==> src/rtl/stack_lifo.sv <==
// stack_lifo: show-ahead LIFO stack (CLK, RST, PUSH, POP, DATA_IN -> DATA_OUT, FULL, EMPTY; sticky OVERFLOW/UNDERFLOW with STACK_ERR_EN)
module stack_lifo #(
  parameter int WIDTH = 2,
  parameter int DEPTH = 8
) (
  input  logic             CLK,
  input  logic             RST,
  input  logic             PUSH,
  input  logic             POP,
  input  logic [WIDTH-1:0] DATA_IN,
  output logic [WIDTH-1:0] DATA_OUT,
  output logic             FULL,
  output logic             EMPTY
`ifdef STACK_ERR_EN
  ,
  output logic             OVERFLOW,
  output logic             UNDERFLOW
`endif
);
  localparam int CW = $clog2(DEPTH + 1);
  localparam int AW = $clog2(DEPTH);
  logic [WIDTH-1:0] mem [DEPTH];
  logic [CW-1:0] cnt;
  logic [AW-1:0] top;
  logic [AW-1:0] wa;
  logic we;
  logic inc;
  logic dec;
  always_comb begin
    FULL = cnt == CW'(DEPTH);
    EMPTY = cnt == '0;
    top = AW'(cnt - CW'(1));
    wa = (POP && !EMPTY) ? top : AW'(cnt);
    we = !RST && PUSH && (POP || !FULL);
    inc = PUSH && (POP ? EMPTY : !FULL);
    dec = POP && !PUSH && !EMPTY;
    DATA_OUT = EMPTY ? '0 : mem[top];
  end
  always_ff @(posedge CLK) begin
    if (we) mem[wa] <= DATA_IN;
  end
  always_ff @(posedge CLK) begin
    if (RST) cnt <= '0;
    else if (inc) cnt <= cnt + CW'(1);
    else if (dec) cnt <= cnt - CW'(1);
  end
`ifdef STACK_ERR_EN
  always_ff @(posedge CLK) begin
    if (RST) begin
      OVERFLOW <= 1'b0;
      UNDERFLOW <= 1'b0;
    end else begin
      OVERFLOW <= OVERFLOW | (PUSH && !POP && FULL);
      UNDERFLOW <= UNDERFLOW | (POP && !PUSH && EMPTY);
    end
  end
`endif
endmodule

==> config.mk <==
export PLATFORM = sky130hd
export DESIGN_NAME = stack_lifo
export DESIGN_NICKNAME = d
export VERILOG_FILES = /design/src/rtl/stack_lifo.sv
export SDC_FILE = /design/constraint.sdc
export NUM_CORES = 1
export LEC_CHECK = 0
export CORE_AREA = 2 2 49 60
export DETAILED_ROUTE_END_ITERATION = 10
export DIE_AREA = 0 0 51 62
export PLACE_DENSITY = 0.63
export SYNTH_ARGS = -nofsm -noshare
export SYNTH_HDL_FRONTEND = slang
export SYNTH_SLANG_ARGS = --single-unit
==> constraint.sdc <==
create_clock -name CLK -period 5.56 [get_ports CLK]
set_input_delay 1.112 -clock CLK [delete_from_list [all_inputs] [get_ports CLK]]
set_output_delay 1.112 -clock CLK [all_outputs]
set_load 0.03 [all_outputs]
==> impl_metrics.env, run 1 <==
export IMPL_final_setup_tns_ps=0
export IMPL_clk_pin_slew_ps=120
export IMPL_timing_fmax_mhz=261
export IMPL_seq_area_frac_synth=0.487
export IMPL_hold_path_class="register to register"
export IMPL_final_common_cell="edfxtp_1"
export IMPL_rsz0062_at_grt="false"
export IMPL_dp_cells=144
export IMPL_skew_ps=5.50
export IMPL_grt_total_usage=0.164
export IMPL_layout_drive_gt1_share=0.149
export IMPL_synth_enable_flop_cells=16
export IMPL_placed_cell_area_um2=1260
export IMPL_antenna_found_initial=0
export IMPL_synthArstFlopShare=0
export IMPL_most_common_layout_cells="edfxtp_1, nor2_1, clkdlybuf4s50_1"
export IMPL_final_area_um2=1310
export IMPL_rows=21
export IMPL_synthesis_nets=115
export IMPL_hold_end="cnt[2]"
export IMPL_cp_arrival_ps=2720
export IMPL_via_per_inst=5.64
export IMPL_reg2reg_from="cnt[0]"
export IMPL_setup_slack_ps=1730
export IMPL_die_w_um=51
export IMPL_pin_count=10
export IMPL_wl_per_cell_um=15.4
export IMPL_cts_setup_buffers=0
export IMPL_initial_core_util=0.434
export IMPL_htree_levels=1
export IMPL_ant_nets=0
export IMPL_area_delta_synth_final_pct=13.7
export IMPL_syn_cell_area_um2=1150
export IMPL_chipHeight_um=62
export IMPL_power_mw=0.718
export IMPL_slowest_stage="dfxtp_1"
export IMPL_clock_latency_ps=300
export IMPL_cts_tree="built"
export IMPL_n_antenna_cell=0
export IMPL_nets=123
export IMPL_port_buffer_count=9
export IMPL_totalWireLength_mm=2.28
export IMPL_core_area_um2=2650
export IMPL_setup_worst_path_end_class="primary output"
export IMPL_synth_ff_latch_count=20
export IMPL_rrSetupSlack_ps=2910
export IMPL_ys_warn_count=0
export IMPL_place_gp_congestion=0.743
export IMPL_hold_start="cnt[3]"
export IMPL_cts_max_path_buffers=2
export IMPL_power_static_leakage_nw=0.438
export IMPL_hpwl_mm=1.74
export IMPL_power_density_nw_per_um2=549
export IMPL_slowest_delay_ps=660
export IMPL_whs_path_depth=2
export IMPL_cts_hold_buf=0
export IMPL_syn_inst=107
export IMPL_cts_sinks=20
export IMPL_synth_flop_cell="edfxtp_1"
export IMPL_setup_viol=0
export IMPL_layoutNonFillerInstCount=148
export IMPL_status="finished, final reports clean"
export IMPL_dp_slack_ps=2090
export IMPL_fin_crit_sh=0.689
export IMPL_root_buffer="clkbuf_4"
export IMPL_first_global_vias=846
export IMPL_grt_max_degree=15
export IMPL_finalMaxSlewViolations=0
export IMPL_finalHoldViolations=0
export IMPL_worstPathCellList="inv_1, ha_1, mux4_2, o21ai_0, nand2_1, clkdlybuf4s50_1"
export IMPL_worstReg2RegEnd="mem[6][1]"
export IMPL_firstDrtPassIters=6
export IMPL_rr_worst_depth=7
export IMPL_cp_required_ps=4450
export IMPL_drtIter0Drc=40
export IMPL_synth_distinct_cells=37
export IMPL_cp_max_fo=11
export IMPL_irDropWorstVdd_mv=0.294
export IMPL_cts_buffers=3
export IMPL_critPathKind="register to primary output"
export IMPL_worstMarginPinSlew_ps=526
export IMPL_grt_pass1_wl_mm=3.84
export IMPL_start_kind="register"
export IMPL_relSlewSlack=0.646
export IMPL_fin_crit_ps=3830
export IMPL_overflow=0
export IMPL_cap_violations=0
export IMPL_drc_errors=0
export IMPL_fp_dieArea_um2=3160
export IMPL_syn_area_per_cell_um2=10.8
export IMPL_cts_resized=0
export IMPL_num_vias=834
-- registers in the layout (all words and copies together), names as in the netlist --
signal and count:
cnt 4, mem 16
-- kinds of logic after synthesis --
kind of cell	Yosys count	share of synthesized area
AO/OA/AOI/OAI	31	0.175
XOR/XNOR	3	0.0228
multiplexers	6	0.101
buffers and inverters	11	0.0402
adder cells (fa/ha/maj)	2	0.0217
flip-flops	20	0.487
AND/OR/NAND/NOR	34	0.152
-- per-layer routing --
metal / part of all wire / GRT usage
met4: 0.016 / 0.0695
met2: 0.50 / 0.295
met1: 0.46 / 0.195
met3: 0.030 / 0.0311
met5: 0 / 0
-- area by class of cell --
| type | count | area (µm²) |
|---|---|---|
| flip-flops and latches | 20 | 561 |
| clock buffers | 3 | 22.5 |
| well taps | 34 | 42.5 |
| clock inverters | 1 | 30.0 |
| fillers | 239 | 1350 |
| multi-input cells | 76 | 544 |
| repair buffers | 9 | 90.1 |
| inverters | 5 | 18.8 |
-- how the worst max path moves through the flow --
stage                     cells past startpoint   start          end  slack, ps
after floorplan                               7  cnt[0]  DATA_OUT[0]       2700
after global placement                        6  cnt[0]  DATA_OUT[1]       2140
after detailed placement                      6  cnt[0]  DATA_OUT[0]       2090
after CTS                                     6  cnt[0]  DATA_OUT[1]       1720
after global routing                          6  cnt[0]  DATA_OUT[1]       1480
final                                         6  cnt[0]  DATA_OUT[1]       1730
-- report_power, final --
group / internal, mW / switching [mW]
logic: 0.168 / 0.213
clock network: 0.0729 / 0.0460
registers: 0.183 / 0.0353
-- through the flow --
step                      utilization  hold WS, ps
after floorplan                     -          652
after global placement          0.473          706
after detailed placement        0.473          705
after CTS                       0.493          726
after global routing            0.493          758
final                           0.493          718
-- critical path: cells and delay by family, from the launching register on --
kind | cells | cell delay [ps]
buffers and inverters | 2 | 720
DFF | 1 | 660
AOI/OAI and AO/OA | 1 | 100
muxes | 1 | 350
and+or+nand+nor | 1 | 90
adders and majority gates | 1 | 490
-- Yosys cell counts, types with 2 or more instances --
library cell	count	share of area
inv_1	4	0.013
edfxtp_1	16	0.42
o21bai_1	2	0.013
nand2b_1	3	0.016
a21oi_1	8	0.035
mux4_2	4	0.078
nor2_1	11	0.036
nor3_1	3	0.013
a21oi_2	2	0.015
nand3_1	4	0.017
xnor2_1	2	0.015
nor2b_1	2	0.011
o22ai_1	2	0.011
o21ai_0	8	0.035
dfxtp_1	4	0.070
nand2_1	7	0.023
ha_1	2	0.022
clkbuf_1	4	0.013
(Power assumes the default switching activity.)
==> run 2: changes to the inputs <==
Clock period 5.56 ns to 3.87 ns, I/O delays scaled along.
==> run 2 against run 1 <==
Effect of this change: wire length up 5.5%; first-iteration DRC count down 60%; die area unchanged; count of clock-buffer cells in the layout up 1; critical path depth unchanged; setup slack worse by 1200 ps; clock power about the same; critical path type unchanged.
==> impl_metrics.env, run 2 (same netlist as run 1, synthesis figures left out) <==
export IMPL_pin_count=10
export IMPL_core_area_um2=2650
export IMPL_layout_drive_gt1_share=0.157
export IMPL_drtIter0Drc=16
export IMPL_fin_crit_ps=3340
export IMPL_initial_core_util=0.434
export IMPL_totalWireLength_mm=2.40
export IMPL_first_global_vias=838
export IMPL_largest_register="mem"
export IMPL_root_buffer="clkbuf_4"
export IMPL_cts_hold_buf=0
export IMPL_irDropWorstVdd_mv=0.432
export IMPL_top_layer="met4"
export IMPL_n_antenna_cell=0
export IMPL_largest_reg_flops=16
export IMPL_cp_top_family="buffers and inverters"
export IMPL_placed_cell_area_um2=1260
export IMPL_hold_path_class="register to register"
export IMPL_cp_required_ps=3100
export IMPL_slowest_stage="clkdlybuf4s50_1"
export IMPL_cts_setup_buffers=0
export IMPL_hold_end="cnt[0]"
export IMPL_skew_ps=3.12
export IMPL_antenna_found_initial=0
export IMPL_start_kind="register"
export IMPL_status="finished, final reports clean"
export IMPL_chipHeight_um=62
export IMPL_place_gp_congestion=0.850
export IMPL_area_delta_synth_final_pct=12.9
export IMPL_critical_path_cell_count=6
export IMPL_wl_met2_mm=1.22
export IMPL_nets=124
export IMPL_port_buffer_count=9
export IMPL_worstMarginPinSlew_ps=547
export IMPL_wl_per_cell_um=16.1
export IMPL_drc_errors=0
export IMPL_power_density_nw_per_um2=766
export IMPL_final_area_um2=1300
export IMPL_ant_nets=0
export IMPL_top_regs="mem x16, cnt x4"
export IMPL_final_setup_tns_ps=0
export IMPL_htree_levels=1
export IMPL_setup_worst_path_end_class="primary output"
export IMPL_die_w_um=51
export IMPL_rsz0062_at_grt="false"
export IMPL_rows=21
export IMPL_relSlewSlack=0.631
export IMPL_cts_max_path_buffers=2
export IMPL_num_vias=851
export IMPL_worstPathCellList="inv_1, ha_1, mux4_2, o21ai_0, nand2_1, clkdlybuf4s50_1"
export IMPL_dp_slack_ps=875
export IMPL_reg2reg_from="cnt[1]"
export IMPL_timing_fmax_mhz=300
export IMPL_final_common_cell="edfxtp_1"
export IMPL_critPathKind="register to primary output"
export IMPL_finalMaxSlewViolations=0
export IMPL_cts_tree="built"
export IMPL_whs_path_depth=3
export IMPL_setup_viol=0
export IMPL_power_mw=0.996
export IMPL_rr_worst_depth=7
export IMPL_worstReg2RegEnd="mem[6][0]"
export IMPL_finalHoldViolations=0
export IMPL_grt_pass1_wl_mm=3.95
export IMPL_hold_start="cnt[0]"
export IMPL_firstDrtPassIters=4
export IMPL_overflow=0
export IMPL_grt_total_usage=0.176
export IMPL_cp_arrival_ps=2560
export IMPL_fin_crit_sh=0.862
export IMPL_via_per_inst=5.71
export IMPL_cp_max_fo=10
export IMPL_setup_slack_ps=533
export IMPL_clock_latency_ps=300
export IMPL_grt_max_degree=15
export IMPL_hpwl_mm=1.80
export IMPL_clk_pin_slew_ps=110
export IMPL_power_static_leakage_nw=0.437
export IMPL_cts_buffers=3
export IMPL_wl_met3_um=86
export IMPL_wl_met1_mm=1.06
export IMPL_slowest_delay_ps=600
export IMPL_most_common_layout_cells="edfxtp_1, nor2_1, clkdlybuf4s50_1"
export IMPL_cap_violations=0
export IMPL_cts_sinks=20
export IMPL_rrSetupSlack_ps=1490
export IMPL_cts_resized=0
export IMPL_fp_dieArea_um2=3160
export IMPL_crit_buf_inv=2
[run 2: changes by cell type in the layout (fill, tap and decap cells not counted)]
cell / change
buf_4: +1
bufinv_16: -1
clkbuf_8: +1
[run 2: worst max-delay path by stage]
stage | from | to
after floorplan | cnt[0] | DATA_OUT[0]
after global placement | cnt[1] | DATA_OUT[1]
after detailed placement | cnt[1] | DATA_OUT[1]
after CTS | cnt[1] | DATA_OUT[1]
after global routing | cnt[0] | DATA_OUT[0]
final | cnt[1] | DATA_OUT[1]
[run 2: worst min-delay path, delay by kind of cell (launching register included)]
family / cells / cell delay, ps
buffers and inverters: 1 / 180
multiplexers: 1 / 140
flip-flops: 1 / 310
AND/OR/NAND/NOR: 1 / 100
[run 2: layer usage]
metal  up-vias  track usage
met4         0       0.0695
met5         -            0
met1       416        0.215
met3         5       0.0359
li1        413            -
met2        17        0.310
[run 2: area by class of cell]
cell class | instances | area, µm²
Sequential cell | 20 | 561
Timing Repair Buffer | 10 | 97.6
Tap cell | 34 | 42.5
Fill cell | 256 | 1350
Inverter | 5 | 18.8
Clock buffer | 4 | 36.3
Multi-Input combinational cell | 76 | 544
[run 2: power by group]
group	internal, mW	switching, mW
sequential	0.263	0.0315
combinational	0.249	0.334
clock	0.0574	0.0609
total	0.569	0.426
[run 2: stage by stage]
stage	hold slack [ps]	std cells	util
3_3_place_gp	720	145	0.476
2_1_floorplan	652	107	-
3_5_place_dp	725	145	0.476
4_1_cts	752	149	0.490
6_report	745	149	0.490
5_1_grt	816	149	0.490
==> run 3: changes to the inputs <==
Settings changed: GPL_ROUTABILITY_DRIVEN set to 0.
==> results of run 3 <==
Final layout, timing and power as in run 2 (identical DEF).
